**src/rtl/mfp_ahb_dma_master.sv**
```systemverilog
// AHB-lite DMA copy engine: moves len 32-bit words from src to dst using
// single, non-pipelined NONSEQ transfers (one read, then one write, per word).
module mfp_ahb_dma_master #(
  parameter int          LEN_W     = 12,
  parameter logic [3:0]  HPROT_VAL = 4'b0011
) (
  input  logic              HCLK,
  input  logic              HRESET,
  input  logic              start,
  input  logic [31:0]       src_addr,
  input  logic [31:0]       dst_addr,
  input  logic [LEN_W-1:0]  len,
  output logic              busy,
  output logic              done,
  output logic              error,
  output logic [LEN_W-1:0]  words_done,
  output logic [31:0]       HADDR,
  output logic [1:0]        HTRANS,
  output logic              HWRITE,
  output logic [2:0]        HSIZE,
  output logic [2:0]        HBURST,
  output logic              HMASTLOCK,
  output logic [3:0]        HPROT,
  output logic [31:0]       HWDATA,
  input  logic [31:0]       HRDATA,
  input  logic              HREADY,
  input  logic              HRESP,
  output logic [2:0]        state_dbg
);

  // Bus handshake: an address phase (NONSEQ) completes on the first cycle
  // with HREADY=1; the following data phase completes on the first cycle
  // with HREADY=1, where HRESP=1 marks an ERROR response.
  typedef enum logic [2:0] {
    S_IDLE    = 3'd0,
    S_RD_ADDR = 3'd1,
    S_RD_DATA = 3'd2,
    S_WR_ADDR = 3'd3,
    S_WR_DATA = 3'd4,
    S_FIN     = 3'd5
  } state_t;

  localparam logic [LEN_W-1:0] LEN_ONE = LEN_W'(1);

  state_t            state, state_nxt;
  logic [31:0]       src_ptr, dst_ptr, data_reg;
  logic [LEN_W-1:0]  len_reg, words_cnt;
  logic              err_reg;

  always_ff @(posedge HCLK or posedge HRESET) begin
    if (HRESET) begin
      state     <= S_IDLE;
      src_ptr   <= '0;
      dst_ptr   <= '0;
      data_reg  <= '0;
      len_reg   <= '0;
      words_cnt <= '0;
      err_reg   <= 1'b0;
    end else begin
      state <= state_nxt;
      case (state)
        S_IDLE: begin
          if (start) begin
            src_ptr   <= {src_addr[31:2], 2'b00};
            dst_ptr   <= {dst_addr[31:2], 2'b00};
            len_reg   <= len;
            words_cnt <= '0;
            err_reg   <= 1'b0;
          end
        end
        S_RD_DATA: begin
          if (HREADY) begin
            if (HRESP) err_reg  <= 1'b1;
            else       data_reg <= HRDATA;
          end
        end
        S_WR_DATA: begin
          if (HREADY) begin
            if (HRESP) begin
              err_reg <= 1'b1;
            end else begin
              // Pointers wrap naturally modulo 2^32.
              words_cnt <= words_cnt + LEN_ONE;
              src_ptr   <= src_ptr + 32'd4;
              dst_ptr   <= dst_ptr + 32'd4;
            end
          end
        end
        default: ;
      endcase
    end
  end

  always_comb begin
    state_nxt = state;
    case (state)
      S_IDLE:    if (start) state_nxt = (len == '0) ? S_FIN : S_RD_ADDR;
      S_RD_ADDR: if (HREADY) state_nxt = S_RD_DATA;
      S_RD_DATA: if (HREADY) state_nxt = HRESP ? S_FIN : S_WR_ADDR;
      S_WR_ADDR: if (HREADY) state_nxt = S_WR_DATA;
      S_WR_DATA: begin
        if (HREADY)
          state_nxt = (HRESP || (words_cnt + LEN_ONE == len_reg)) ? S_FIN : S_RD_ADDR;
      end
      S_FIN:     state_nxt = S_IDLE;
      default:   state_nxt = S_IDLE;
    endcase
  end

  // Bus outputs decode from state, so an async reset idles the bus at once.
  assign HTRANS     = (state == S_RD_ADDR || state == S_WR_ADDR) ? 2'b10 : 2'b00;
  assign HWRITE     = (state == S_WR_ADDR);
  assign HADDR      = (state == S_WR_ADDR || state == S_WR_DATA) ? dst_ptr : src_ptr;
  assign HWDATA     = data_reg;
  assign HSIZE      = 3'b010;
  assign HBURST     = 3'b000;
  assign HMASTLOCK  = 1'b0;
  assign HPROT      = HPROT_VAL;

  assign busy       = (state == S_RD_ADDR) || (state == S_RD_DATA) ||
                      (state == S_WR_ADDR) || (state == S_WR_DATA);
  assign done       = (state == S_FIN);
  assign error      = err_reg;
  assign words_done = words_cnt;
  assign state_dbg  = state;

endmodule

```
**config.mk**
```make
export PLATFORM = sky130hd
export DESIGN_NAME = mfp_ahb_dma_master
export DESIGN_NICKNAME = d
export VERILOG_FILES = /design/src/rtl/mfp_ahb_dma_master.sv
export SDC_FILE = /design/constraint.sdc
export NUM_CORES = 1
export LEC_CHECK = 0
export ABC_CLOCK_PERIOD_IN_PS = 4200
export BUFFER_PORTS_ARGS = -buffer_cell sky130_fd_sc_hd__clkbuf_2
export CELL_PAD_IN_SITES_DETAIL_PLACEMENT = 2
export CELL_PAD_IN_SITES_GLOBAL_PLACEMENT = 2
export CORE_ASPECT_RATIO = 2
export CORE_MARGIN = 10
export CORE_UTILIZATION = 32
export CTS_BUF_LIST = sky130_fd_sc_hd__clkbuf_2 sky130_fd_sc_hd__clkbuf_4 sky130_fd_sc_hd__clkbuf_8
export DETAILED_ROUTE_END_ITERATION = 6
export GPL_TIMING_DRIVEN = 0
export PLACE_DENSITY_LB_ADDON = 0.3
export SYNTH_ARGS = -nofsm -noshare
export SYNTH_HDL_FRONTEND = slang
export SYNTH_SLANG_ARGS = --single-unit
```
**constraint.sdc**
```tcl
create_clock -name HCLK -period 4.2 [get_ports HCLK]
set_clock_uncertainty 0.05 [all_clocks]
set_input_delay 0 -clock HCLK [delete_from_list [all_inputs] [get_ports HCLK]]
set_output_delay 0 -clock HCLK [all_outputs]
set_load 0.02 [all_outputs]
```
==> impl_metrics.tcl, run 1 <==
set metrics [dict create \
    critPathArrivalTime_ps 3420 \
    grt_pass1_wl_mm 60.5 \
    syn_avg_cell_area_sq_um 9.03 \
    synth-seq-cells 120 \
    drt_iter0_markers 407 \
    die_w_um 125 \
    setup_viol 0 \
    place_ws_ps 1220 \
    layout_commonest_cell "clkbuf_2" \
    synth_flop_cell "dfrtp_1" \
    finalMaxSlewViolations 0 \
    setup_slack_ps 1100 \
    p_per_area_nw_per_um2 687 \
    clock_path_buffers 2 \
    synth-edff-count 0 \
    post_drt_wl_per_cell_um 28.3 \
    outcome "finished clean" \
    irDropWorstVdd_mv 0.312 \
    finalWirelength_mm 39.9 \
    drive_gt1_share_pct 29.4 \
    gp_congestion 0.875 \
    yosysSeqAreaShare_pct 42.2 \
    fill_cells 2423 \
    netlist_instances 788 \
    cts_max_level 4 \
    largest_reg_flops 32 \
    required_ps 4510 \
    ys_types 67 \
    antenna_found_initial 1 \
    fin_cells 1408 \
    grt_overflow_total 0 \
    place_inst 1266 \
    hold_viol 0 \
    clock-sinks 120 \
    dieArea_sq_um 29000 \
    rsz0062_at_grt "no" \
    yosysWarnings 0 \
    worstMarginPinSlew_ps 1060 \
    critPathKind "reg2reg" \
    async_flop_share_pct 100 \
    grt_start_max_net_pins 66 \
    clk_latency_ps 510 \
    path_clk_slew_ps 90 \
    holdCritPathClass "in2async" \
    cts_tree "built" \
    max_cap_violations 0 \
    area_growth_pct 40.1 \
    path_max_fanout 7 \
    mostFrequentLayoutCells "clkbuf_2, dfrtp_1, dlygate4sd3_1" \
    max_slew_margin_pct 29.0 \
    min_period_over_period_pct 73.9 \
    vias 8153 \
    dr.pass1.iters 5 \
    fin_nets 1235 \
    fmaxAchievable_mhz 322 \
    cts_root_buf "clkbuf_8" \
    syn_area_sq_um 7120 \
    p_leak_uw 0.00442 \
    cp-end-kind "flop" \
    die_y_um 231 \
    hpwlAfterDp_mm 26.2 \
    drc 0 \
    track_usage_pct 27.1 \
    fin_crit_ps 3100 \
    grt_util_met2_pct 51.8 \
    p_total_uw 6850 \
    first_global_vias 9633 \
    vias_per_cell 5.79 \
    grt_use_met1_pct 25.5 \
    drtAntennaViolNets 0 \
    portBuffers 189 \
    cts_buffers 17 \
    cp-start-kind "flop" \
    num_rows 77 \
    start_util_pct 32.4 \
    grt.busiest_layer "met2" \
    grtUsageMet3_pct 5.44 \
    core_area_sq_um 22000 \
    top_level_ports 209 \
]
[per-stage QoR]
step / hold slack [ps] / util, % / setup TNS (ps) / cell area [sq um]
after floorplan: 55.4 / - / 0 / 7160
after global placement: 157 / 38.5 / -109230 / 8450
after detailed placement: 81.5 / 38.6 / 0 / 8490
after CTS: 108 / 45.4 / 0 / 9970
after global routing: 139 / 45.4 / 0 / 9970
final: 94.9 / 45.4 / 0 / 9970
[worst max-delay path, cell delays in order (launching register included)]
cell	delay, ps
dfrtp_1	510
ha_1	330
nand4_1	340
nor4_1	950
nand2_1	230
nor2_1	380
a311oi_1	160
[final timing paths]
kind	start	end	slack [ps]	cells past startpoint
worst max-delay path	src_ptr[2]	src_ptr[24]	1100	6
worst min-delay path	HRESET	HWDATA[21]	90	3
worst max register to register	src_ptr[2]	src_ptr[24]	1100	6
worst min register to register	len_reg[9]	len_reg[9]	450	2
max in group asynchronous	HRESET	dst_ptr[28]	3230	4
min in group HCLK	len[0]	len_reg[0]	210	4
[power by group]
part           leakage, uW  switching (uW)  internal [uW]
combinational      0.00278            2140           1250
sequential         0.00144             674           1660
clock             0.000193             577            551
total              0.00442            3390           3460
[routing by layer]
metal | up-vias | share of wire, %
met3 | 122 | 4.5
met4 | 0 | 5.8
met1 | 4120 | 34
li1 | 3544 | -
met2 | 367 | 56
met5 | - | 0
[cell type report]
cell class / count / area, sq um / share of cell area, %
plain buffers: 69 / 338 / 3.39
flip-flops and latches: 120 / 3000 / 30.1
inverters: 7 / 31.3 / 0.314
well taps: 276 / 345 / 3.46
clock buffers: 19 / 262 / 2.62
diodes: 1 / 2.50 / 0.0251
multi-input cells: 604 / 3790 / 38.1
clock inverters: 13 / 129 / 1.29
repair buffers: 299 / 2060 / 20.7
[synthesized netlist by cell type, types with 15 or more instances]
cell type | number | area share [%]
o21ai_0 | 46 | 3.2
and3_1 | 15 | 1.3
dfrtp_1 | 120 | 42
nor2_1 | 63 | 3.3
clkbuf_1 | 33 | 1.7
buf_2 | 20 | 1.4
a21oi_1 | 49 | 3.4
mux2_2 | 62 | 9.8
nand2_1 | 104 | 5.5
nand3_1 | 31 | 2.2
nand4_1 | 23 | 2.0
o22ai_1 | 16 | 1.4
[repair_timing]
item | CTS | global route
hold endpoints to repair | 162 | 0
gates resized for setup | 0 | 0
hold buffers | 109 | 0
buffers inserted | 0 | 0
[logic make-up (layout without fill, tap and decap cells)]
group | Yosys count | after routing | share of synthesized area (%)
adders and majority gates | 4 | 4 | 0.703
xor gates and xnor gates | 17 | 17 | 2.09
DFF | 120 | 120 | 42.2
and+or+nand+nor | 305 | 305 | 21.3
muxes | 65 | 65 | 10.2
buffers and inverters | 76 | 407 | 5.12
other | 2 | 15 | 0.106
AOI/OAI and AO/OA | 199 | 199 | 18.3
Note: power is estimated with default switching activity, not from simulation.
==> run 2: changes to the inputs <==
--- a/config.mk
+++ b/config.mk
@@ -5,13 +5,13 @@
 export SDC_FILE = /design/constraint.sdc
 export NUM_CORES = 1
 export LEC_CHECK = 0
-export ABC_CLOCK_PERIOD_IN_PS = 4200
+export ABC_CLOCK_PERIOD_IN_PS = 2770
 export BUFFER_PORTS_ARGS = -buffer_cell sky130_fd_sc_hd__clkbuf_2
 export CELL_PAD_IN_SITES_DETAIL_PLACEMENT = 2
 export CELL_PAD_IN_SITES_GLOBAL_PLACEMENT = 2
 export CORE_ASPECT_RATIO = 2
 export CORE_MARGIN = 10
-export CORE_UTILIZATION = 32
+export CORE_UTILIZATION = 29
 export CTS_BUF_LIST = sky130_fd_sc_hd__clkbuf_2 sky130_fd_sc_hd__clkbuf_4 sky130_fd_sc_hd__clkbuf_8
 export DETAILED_ROUTE_END_ITERATION = 6
 export GPL_TIMING_DRIVEN = 0
==> constraint.sdc (replaced) <==
create_clock -name HCLK -period 2.77 [get_ports HCLK]
set_clock_uncertainty 0.05 [all_clocks]
set_input_delay 0 -clock HCLK [delete_from_list [all_inputs] [get_ports HCLK]]
set_output_delay 0 -clock HCLK [all_outputs]
set_load 0.02 [all_outputs]
==> impl_metrics.tcl, run 2 (synthesized netlist as in run 1, its figures left out) <==
set metrics [dict create \
    cp-start-kind "flop" \
    drc 0 \
    mostFrequentLayoutCells "clkbuf_2, dfrtp_1, dlygate4sd3_1" \
    routed-wl-met3_mm 1.63 \
    fill_cells 2688 \
    cts_max_level 4 \
    setup_viol 0 \
    max_stage_delay_ps 500 \
    portBuffers 189 \
    cts_tree "built" \
    fin_nets 1237 \
    clock-sinks 120 \
    critPathTopFamily "buffers and inverters" \
    whs_ps 20.4 \
    min_period_over_period_pct 98.7 \
    rsz0062_at_grt "no" \
    vias 7899 \
    max_cap_violations 0 \
    wl_met1_mm 12.7 \
    hpwlAfterDp_mm 26.4 \
    path_buf_inv 3 \
    finalMaxSlewViolations 0 \
    vias_per_cell 5.54 \
    fin_crit_ps 2740 \
    cts_buffers 17 \
    drt_iter0_markers 264 \
    slowest_stage "o21ai_2" \
    max_slew_margin_pct 43.3 \
    drive_gt1_share_pct 30.1 \
    utilization_pct 41.5 \
    grt_start_max_net_pins 39 \
    finalWirelength_mm 37.7 \
    path_clk_slew_ps 80 \
    critPathKind "reg2reg" \
    holdCritPathClass "in2async" \
    critPathArrivalTime_ps 3060 \
    fin_cells 1426 \
    die_y_um 242 \
    place_ws_ps -190 \
    gp_congestion 0.864 \
    place_inst 1282 \
    top_layer "met4" \
    crit_chain "or3b_1 -> buf_2 -> o21ai_2 -> buf_2 -> buf_2 -> a21oi_1" \
    start_util_pct 29.3 \
    irDropWorstVdd_mv 0.359 \
    grt_pass1_wl_mm 56.9 \
    first_global_vias 9099 \
    largest_reg_flops 32 \
    core_area_sq_um 24300 \
    cts_root_buf "clkbuf_8" \
    area_growth_pct 41.8 \
    post_drt_wl_per_cell_um 26.4 \
    clock_path_buffers 2 \
    met2_wirelength_mm 21.5 \
    antenna_found_initial 3 \
    worstMarginPinSlew_ps 851 \
    fmaxAchievable_mhz 366 \
    num_rows 81 \
    die_w_um 131 \
    track_usage_pct 24.0 \
    outcome "finished clean" \
    setup_slack_ps 34.9 \
    grt_overflow_total 0 \
    cp-end-kind "flop" \
    hold_viol 0 \
    p_leak_uw 0.00446 \
    dr.pass1.iters 4 \
    top_level_ports 209 \
    clk_latency_ps 520 \
    drtAntennaViolNets 0 \
    path_max_fanout 10 \
    post_cts_buffers 0 \
    dieArea_sq_um 31600 \
    p_per_area_nw_per_um2 1030 \
    layout_commonest_cell "clkbuf_2" \
    required_ps 3090 \
    cpMostUsedCell "buf_2" \
]
run 2: cell count changes in the layout (fill, tap and decap cells not counted), moves of 2 or more:
cell / delta
buf_12: +3
clkbuf_2: +3
clkbuf_4: +2
clkbuf_1: -3
buf_4: +2
clkinv_2: -2
buf_2: -4
diode_2: +2
run 2: cell type report:
type                    instances  area (sq um)  share of cell area [%]
inverters                       7          30.0                   0.297
clock inverters                12           149                    1.47
plain buffers                  69           352                    3.48
repair buffers                301          2100                    20.8
flip-flops and latches        120          3000                    29.8
diodes                          3          7.51                  0.0744
well taps                     290           363                    3.59
clock buffers                  20           275                    2.73
multi-input cells             604          3820                    37.8
run 2: per-layer routing:
| metal | GRT usage, % | up-vias |
|---|---|---|
| met4 | 13.4 | 0 |
| met3 | 4.21 | 72 |
| met5 | 0 | - |
| met1 | 22.6 | 4022 |
| met2 | 45.9 | 260 |
| li1 | - | 3545 |
run 2: final timing paths:
path	startpoint	end	slack, ps	depth (start not counted)
setup / recovery	state_dbg[1]	dst_ptr[8]	30	6
hold / removal	HRESET	dst_ptr[12]	20	3
setup reg to reg	state_dbg[1]	dst_ptr[8]	30	6
hold reg to reg	len_reg[1]	len_reg[1]	450	2
min in group HCLK	len[1]	len_reg[1]	190	4
max in group asynchronous	HRESET	state_dbg[0]	1790	5
run 2: repair_timing:
action	4_1_cts	5_1_grt
setup endpoints to repair	15	18
resized for setup	4	10
hold buffers	109	0
endpoints found under the hold margin	197	0
run 2: through the flow:
step                      TNS, ps  power [uW]  instance area, sq um
final                           0       10400                 10100
after global routing            0       10900                 10100
after CTS                       0       10200                 10100
after detailed placement    -1500        8250                  8530
after global placement      -1010        8070                  8470
after floorplan                 0        6240                  7170
run 2: report_power, final:
group / internal, uW / switching (uW) / total, uW
registers: 2520 / 968 / 3490
clock network: 953 / 845 / 1800
logic: 1910 / 3170 / 5080
total: 5390 / 4980 / 10400
run 2: worst min-delay path, cell delays in order:
cell and delay (ps):
dlygate4sd3_1 530, clkbuf_2 120, clkinvlp_4 370
